$ cat config.mk
export PLATFORM = sky130hd
export DESIGN_NAME = tdt_dmi_apb_rsp_flat
export DESIGN_NICKNAME = d
export VERILOG_FILES = /design/src/rtl/tdt_dmi_apb_rsp_if.sv /design/src/rtl/tdt_dmi_apb_rsp.sv /design/src/flat_wrapper.sv
export SDC_FILE = /design/constraint.sdc
export NUM_CORES = 1
export LEC_CHECK = 0
export ABC_AREA = 1
export BUFFER_PORTS_ARGS = -buffer_cell sky130_fd_sc_hd__buf_2
export CAP_MARGIN = 20
export CORE_MARGIN = 4
export CORE_UTILIZATION = 40
export CTS_CLUSTER_SIZE = 25
export DETAILED_ROUTE_END_ITERATION = 16
export PLACE_DENSITY_LB_ADDON = 0.12
export SLEW_MARGIN = 20
export SYNTH_ARGS = -nofsm -noshare
export SYNTH_HDL_FRONTEND = slang
export SYNTH_SLANG_ARGS = --single-unit
$ cat constraint.sdc
create_clock -name sys_apb_clk -period 2.5 [get_ports sys_apb_clk]
set_clock_uncertainty 0.15 [all_clocks]
set_input_delay 0.25 -clock sys_apb_clk [delete_from_list [all_inputs] [get_ports sys_apb_clk]]
set_output_delay 0.25 -clock sys_apb_clk [all_outputs]
set_load 0.03 [all_outputs]
$ cat src/rtl/tdt_dmi_apb_rsp_if.sv
`default_nettype none
// +----------------------------------------------------------------------+
// | tdt_dmi_apb_rsp_if : APB3 signal bundle between DMI initiator/target  |
// | Rev 1.0                                                               |
// +----------------------------------------------------------------------+
interface tdt_dmi_apb_rsp_if;
  logic        tdt_dmi_psel;
  logic        tdt_dmi_penable;
  logic        tdt_dmi_pwrite;
  logic [11:0] tdt_dmi_paddr;
  logic [31:0] tdt_dmi_pwdata;
  logic [31:0] tdt_dmi_prdata;
  logic        tdt_dmi_pready;
  logic        tdt_dmi_pslverr;

  modport master (
    output tdt_dmi_psel, tdt_dmi_penable, tdt_dmi_pwrite, tdt_dmi_paddr, tdt_dmi_pwdata,
    input  tdt_dmi_prdata, tdt_dmi_pready, tdt_dmi_pslverr
  );

  modport slave (
    input  tdt_dmi_psel, tdt_dmi_penable, tdt_dmi_pwrite, tdt_dmi_paddr, tdt_dmi_pwdata,
    output tdt_dmi_prdata, tdt_dmi_pready, tdt_dmi_pslverr
  );
endinterface
`default_nettype wire

$ cat src/rtl/tdt_dmi_apb_rsp.sv
`default_nettype none
// +----------------------------------------------------------------------+
// | tdt_dmi_apb_rsp : APB3 DMI responder, data bank + WAIT_CFG/ID regs    |
// | Optional: TDT_DMI_APB_RSP_ERR_CNT_EN adds ERR_CNT at 0x3F4. Rev 1.0   |
// +----------------------------------------------------------------------+
module tdt_dmi_apb_rsp #(
  parameter int          NUM_REGS = 8,
  parameter logic [31:0] ID_VAL   = 32'h0C90_6001,
  parameter logic [3:0]  WAIT_RST = 4'd0
) (
  input  wire logic              sys_apb_clk,
  input  wire logic              sys_apb_rst,
  tdt_dmi_apb_rsp_if.slave       apb
);

  localparam logic [9:0] IDX_ERR_CNT = 10'd253;
  localparam logic [9:0] IDX_WAIT    = 10'd254;
  localparam logic [9:0] IDX_ID      = 10'd255;

  typedef enum logic [1:0] {
    ST_IDLE = 2'd0,
    ST_WAIT = 2'd1,
    ST_DONE = 2'd2
  } state_e;

  state_e      state_q, state_d;
  logic [3:0]  cnt_q, cnt_d;
  logic [11:0] paddr_q, paddr_d;
  logic        pwrite_q, pwrite_d;
  logic [31:0] pwdata_q, pwdata_d;
  logic        pready_q, pready_d;
  logic        pslverr_q, pslverr_d;
  logic [31:0] prdata_q, prdata_d;
  logic [3:0]  wait_cfg_q, wait_cfg_d;
  logic [31:0] data_q [NUM_REGS];
  logic [31:0] data_d [NUM_REGS];
`ifdef TDT_DMI_APB_RSP_ERR_CNT_EN
  logic [7:0]  err_cnt_q, err_cnt_d;
`endif

  logic [11:0] dec_addr;
  logic        dec_wr;
  logic [9:0]  dec_idx;
  logic        dec_err;
  logic [31:0] dec_rdata;
  logic        take_done;

  // With zero waits DONE is entered on the setup edge, so decode must see the live bus there.
  always_comb begin
    dec_addr  = (state_q == ST_IDLE) ? apb.tdt_dmi_paddr  : paddr_q;
    dec_wr    = (state_q == ST_IDLE) ? apb.tdt_dmi_pwrite : pwrite_q;
    dec_idx   = dec_addr[11:2];
    dec_err   = 1'b1;
    dec_rdata = '0;
    if (dec_addr[1:0] == 2'b00) begin
      if (dec_idx < 10'(NUM_REGS)) begin
        dec_err = 1'b0;
        for (int k = 0; k < NUM_REGS; k++) begin
          if (dec_idx == 10'(k)) dec_rdata = data_q[k];
        end
      end else if (dec_idx == IDX_WAIT) begin
        dec_err   = 1'b0;
        dec_rdata = {28'd0, wait_cfg_q};
      end else if (dec_idx == IDX_ID) begin
        dec_err   = dec_wr;
        dec_rdata = ID_VAL;
      end
`ifdef TDT_DMI_APB_RSP_ERR_CNT_EN
      else if (dec_idx == IDX_ERR_CNT) begin
        dec_err   = 1'b0;
        dec_rdata = {24'd0, err_cnt_q};
      end
`endif
    end
  end

  always_comb begin
    state_d    = state_q;
    cnt_d      = cnt_q;
    paddr_d    = paddr_q;
    pwrite_d   = pwrite_q;
    pwdata_d   = pwdata_q;
    pready_d   = 1'b0;
    pslverr_d  = 1'b0;
    prdata_d   = '0;
    wait_cfg_d = wait_cfg_q;
    data_d     = data_q;
`ifdef TDT_DMI_APB_RSP_ERR_CNT_EN
    err_cnt_d  = err_cnt_q;
`endif
    take_done  = 1'b0;

    case (state_q)
      ST_IDLE: begin
        if (apb.tdt_dmi_psel && !apb.tdt_dmi_penable) begin
          paddr_d  = apb.tdt_dmi_paddr;
          pwrite_d = apb.tdt_dmi_pwrite;
          pwdata_d = apb.tdt_dmi_pwdata;
          cnt_d    = wait_cfg_q;
          if (wait_cfg_q == 4'd0) begin
            state_d   = ST_DONE;
            take_done = 1'b1;
          end else begin
            state_d = ST_WAIT;
          end
        end
      end
      ST_WAIT: begin
        if (!apb.tdt_dmi_psel) begin
          state_d = ST_IDLE;
        end else if (apb.tdt_dmi_penable) begin
          if (cnt_q == 4'd1) begin
            state_d   = ST_DONE;
            take_done = 1'b1;
          end else begin
            cnt_d = cnt_q - 4'd1;
          end
        end
      end
      ST_DONE: begin
        state_d = ST_IDLE;
        if (pwrite_q && !pslverr_q) begin
          for (int k = 0; k < NUM_REGS; k++) begin
            if (dec_idx == 10'(k)) data_d[k] = pwdata_q;
          end
          if (dec_idx == IDX_WAIT) wait_cfg_d = pwdata_q[3:0];
`ifdef TDT_DMI_APB_RSP_ERR_CNT_EN
          if (dec_idx == IDX_ERR_CNT) err_cnt_d = 8'd0;
`endif
        end
`ifdef TDT_DMI_APB_RSP_ERR_CNT_EN
        if (pslverr_q && (err_cnt_q != 8'hFF)) err_cnt_d = err_cnt_q + 8'd1;
`endif
      end
      default: state_d = ST_IDLE;
    endcase

    if (take_done) begin
      pready_d  = 1'b1;
      pslverr_d = dec_err;
      prdata_d  = (dec_err || dec_wr) ? 32'd0 : dec_rdata;
    end
  end

  always_ff @(posedge sys_apb_clk) begin
    if (sys_apb_rst) begin
      state_q    <= ST_IDLE;
      cnt_q      <= '0;
      paddr_q    <= '0;
      pwrite_q   <= 1'b0;
      pwdata_q   <= '0;
      pready_q   <= 1'b0;
      pslverr_q  <= 1'b0;
      prdata_q   <= '0;
      wait_cfg_q <= WAIT_RST;
      for (int k = 0; k < NUM_REGS; k++) data_q[k] <= '0;
`ifdef TDT_DMI_APB_RSP_ERR_CNT_EN
      err_cnt_q  <= '0;
`endif
    end else begin
      state_q    <= state_d;
      cnt_q      <= cnt_d;
      paddr_q    <= paddr_d;
      pwrite_q   <= pwrite_d;
      pwdata_q   <= pwdata_d;
      pready_q   <= pready_d;
      pslverr_q  <= pslverr_d;
      prdata_q   <= prdata_d;
      wait_cfg_q <= wait_cfg_d;
      data_q     <= data_d;
`ifdef TDT_DMI_APB_RSP_ERR_CNT_EN
      err_cnt_q  <= err_cnt_d;
`endif
    end
  end

  assign apb.tdt_dmi_prdata  = prdata_q;
  assign apb.tdt_dmi_pready  = pready_q;
  assign apb.tdt_dmi_pslverr = pslverr_q;

endmodule
`default_nettype wire

$ cat src/flat_wrapper.sv
// flat-port wrapper written by rule: the top's interface ports become plain ports
module tdt_dmi_apb_rsp_flat 
#(
  parameter int          NUM_REGS = 8,
  parameter logic [31:0] ID_VAL   = 32'h0C90_6001,
  parameter logic [3:0]  WAIT_RST = 4'd0
)
  (sys_apb_clk, sys_apb_rst, apb_tdt_dmi_psel, apb_tdt_dmi_penable, apb_tdt_dmi_pwrite, apb_tdt_dmi_paddr, apb_tdt_dmi_pwdata, apb_tdt_dmi_prdata, apb_tdt_dmi_pready, apb_tdt_dmi_pslverr);
  tdt_dmi_apb_rsp_if apb_i ();
  input  wire logic sys_apb_clk;
  input  wire logic sys_apb_rst;
  input wire logic [$bits(apb_i.tdt_dmi_psel)-1:0] apb_tdt_dmi_psel;
  input wire logic [$bits(apb_i.tdt_dmi_penable)-1:0] apb_tdt_dmi_penable;
  input wire logic [$bits(apb_i.tdt_dmi_pwrite)-1:0] apb_tdt_dmi_pwrite;
  input wire logic [$bits(apb_i.tdt_dmi_paddr)-1:0] apb_tdt_dmi_paddr;
  input wire logic [$bits(apb_i.tdt_dmi_pwdata)-1:0] apb_tdt_dmi_pwdata;
  output wire logic [$bits(apb_i.tdt_dmi_prdata)-1:0] apb_tdt_dmi_prdata;
  output wire logic [$bits(apb_i.tdt_dmi_pready)-1:0] apb_tdt_dmi_pready;
  output wire logic [$bits(apb_i.tdt_dmi_pslverr)-1:0] apb_tdt_dmi_pslverr;
  assign apb_i.tdt_dmi_psel = apb_tdt_dmi_psel;
  assign apb_i.tdt_dmi_penable = apb_tdt_dmi_penable;
  assign apb_i.tdt_dmi_pwrite = apb_tdt_dmi_pwrite;
  assign apb_i.tdt_dmi_paddr = apb_tdt_dmi_paddr;
  assign apb_i.tdt_dmi_pwdata = apb_tdt_dmi_pwdata;
  assign apb_tdt_dmi_prdata = apb_i.tdt_dmi_prdata;
  assign apb_tdt_dmi_pready = apb_i.tdt_dmi_pready;
  assign apb_tdt_dmi_pslverr = apb_i.tdt_dmi_pslverr;
  tdt_dmi_apb_rsp #(.NUM_REGS(NUM_REGS), .ID_VAL(ID_VAL), .WAIT_RST(WAIT_RST)) u_core (.sys_apb_clk(sys_apb_clk), .sys_apb_rst(sys_apb_rst), .apb(apb_i));
endmodule
==> results.ini <==
[placement]
place_hpwl_um=26200
gp_congestion=0.820
pre_cts_ws_ns=-0.0135
io_buffers=82

[timing]
fmax_ghz=0.416
maxSlewViolCount=0
setup-tns-final_ns=0
finalSetupViolCount=0
whs_ns=0.0297
hold_viol=0
layout_min_cycle_time_ns=2.40
grt_setup_unrepaired=yes
finalCritPeriodShare=0.962
slew_headroom=0.464
worst_slack_ns=0.0954
worstMarginPinSlew_ns=0.804

[logic_synthesis]
ys_ff_latch=345
synth_xor_area_frac=0
synth_area_um2=13700
synth_nets=1816
syn-instance-count=1765
synth_adder_area_share=0.00183
synth_mux_area_frac=0
yosysUniqueCellTypes=42
synth-simple-area-share=0.145
synth_area_leaders=dfxtp_1 51%, a21oi_1 12%, o21ai_0 9.8%
synth_top_family_by_area=compound AO/OA/AOI/OAI gates
yosysTopAreaCellShare=0.505
avgSynthCellArea_um2=7.75
synth-compound-area-share=0.266
seq_area_frac_synth=0.505
yosys.area.top_type=dfxtp_1
yosys_warnings=0

[critical_path]
rrSetupSlack_ns=0.1
r2r_start=u_core.state_q[0]
cpMaxStageDelayCell=dfxtp_2
worst-path-buf-inv=4
reg2reg_to=u_core.apb.tdt_dmi_prdata[29]
reg2regPathDepth=14
path_cells=nor2_4, buf_4, nand2_1, nand2_2, nand3_1, nor2_4, buf_4, nor3_2, a21oi_4, nand3_4, buf_12, nor2_1, nand2_1, inv_1
crit_type=register to register
path_max_fanout=18
end_kind=register
cpLargestDelayFamily=simple AND/OR/NAND/NOR gates
cpPeakStageDelay_ns=0.35
crit_required_ns=2.81
worst_setup_path_start_kind=register
arrival_ns=2.72

[layout]
final_util=0.511
area_growth_pct=25.6
drive_above_1_share=0.159
fin_nets=1960
n_antenna_cell=0

[pwr]
total_power_mw=11.6
ir_drop_mv=0.662
power_leakage_nw=7.03
powerDensity_nw_per_um2=677

[grt]
grt_use_total=0.222
first_global_vias=11758
grt_pass1_wl_um=65800
gr-total-overflow=0
grt_max_degree=91
antenna_found_initial=0

[hold_path]
min_to=u_core.state_q[0]
min_from=apb_tdt_dmi_psel
min_path_cells=5
holdCritPathClass=primary input to register

[clocking]
worstSkewPairLatency_ns=0.52
cts_tree=built
clk_pin_slew_worst_paths_ns=0.05
cts_root_buffer=clkbuf_16
h-tree-depth=2
cts_buffers=38
ctsLongestPathBuffers=3
cts_sinks=345

[floorplan]
row_count=67
die_height_um=193
pin_count=83
initial_core_util=0.407
coreArea_um2=33600
die_width_um=193
die_area_um2=37200

[flow_run]
drv_cap=0

[routing]
num_vias=12668
wl_um=44500
wire_per_inst_um=18.7
route.detailed.drc=0
drt_first_pass_iters=5
detail_route.iter0.violations=1112
ant_nets=0
via_per_inst=5.32

[run_status]
status=finished, final reports clean

==> cell families (layout without fill, tap and decap cells) <==
kind of cell    after synthesis  in the layout
simple gates                440            440
buf+inv                     277            446
flops                       345            345
fa+ha+maj                     2              2
compound gates              701            701
==> stage by stage <==
step / std cells / area (µm²)
floorplan: 1765 / 13700
global placement: 2246 / 15000
detailed placement: 2246 / 15000
CTS: 2359 / 16700
global route: 2382 / 17200
finish: 2382 / 17200
==> flip-flops by register name (all words and copies together), names as in the netlist <==
signal                      flops
u_core.pwrite_q                 1
u_core.wait_cfg_q               4
u_core.cnt_q                    4
u_core.data_q                 256
u_core.apb.tdt_dmi_pslverr      1
u_core.paddr_q                 12
u_core.apb.tdt_dmi_prdata      32
u_core.pwdata_q                32
u_core.apb.tdt_dmi_pready       1
u_core.state_q                  2
==> area by class of cell <==
class,instances,area [µm²]
fill,3235,16400
tap,448,561
multi-input combinational,1143,5750
sequential,345,6910
inverter,157,607
clock inverter,8,96.3
timing repair buffer,224,2140
clock buffer,57,1110
==> tightest hold or removal path, stage by stage <==
cell and delay (ns):
buf_2 0.09, inv_1 0.09, nor2_1 0.07, nand2_1 0.05, a21oi_1 0.09
==> worst max-delay path by stage <==
stage                           start                             to  slack [ns]  cells after the start
global placement    u_core.state_q[0]             u_core.data_q[185]        0.01                     13
finish              u_core.state_q[0]  u_core.apb.tdt_dmi_prdata[29]         0.1                     14
global route        u_core.state_q[0]  u_core.apb.tdt_dmi_prdata[15]       -0.05                     13
CTS                 u_core.state_q[1]              u_core.data_q[32]      -0.007                     15
detailed placement  u_core.state_q[0]             u_core.data_q[186]       -0.01                     13
floorplan           u_core.state_q[1]             u_core.data_q[149]        0.37                     12
==> Yosys cell counts (all sizes together) <==
master and instances:
o2111ai 3, o21bai 2, inv 152, nand2 217, buf 58, o32ai 1
a31oi 3, a21oi 340, nor2 148, nor3 5, clkbuf 62, dfxtp 345
or2 1, a211oi 7, ha 2, and2 3, a221oi 2, o21a 3
nand4 35, clkinv 5, nor4 6, nand3 25, o21ai 316, a21boi 1
o211ai 23
==> where the power goes <==
| part | total (mW) | internal, mW | switching [mW] |
|---|---|---|---|
| logic | 0.545 | 0.192 | 0.353 |
| registers | 5.59 | 5.56 | 0.0377 |
| clock network | 5.48 | 3.27 | 2.21 |
| total | 11.6 | 9.02 | 2.60 |
==> cell usage in the layout (no fill, tap or decap), drive strengths merged, types with 5 or more instances in the layout <==
cell type,synthesis,final
o21ai,316,316
clkinv,5,8
nor3,5,5
nand2,217,217
nor4,6,6
clkbuf,62,65
nand4,35,35
dlygate4sd3,0,48
nor2,148,148
buf,58,168
nand3,25,25
inv,152,154
o211ai,23,23
dfxtp,345,345
a21oi,340,340
a211oi,7,7
==> repair_timing <==
item | CTS | global route
pin swaps | 0 | 7
cloned | 0 | 10
setup endpoints to repair | 15 | 268
resized for setup | 2 | 59
hold endpoints to repair | 48 | 0
hold buffers | 48 | 0
buffers inserted | 0 | 13
==> per-layer routing <==
| layer | global-route usage | vias to the layer above | wire length [µm] |
|---|---|---|---|
| li1 | - | 6260 | - |
| met1 | 0.323 | 5992 | 20900 |
| met2 | 0.354 | 357 | 20000 |
| met3 | 0.0298 | 59 | 2830 |
| met4 | 0.0477 | 0 | 799 |
| met5 | 0 | - | 0 |
Power figures use the tool's default switching activity.
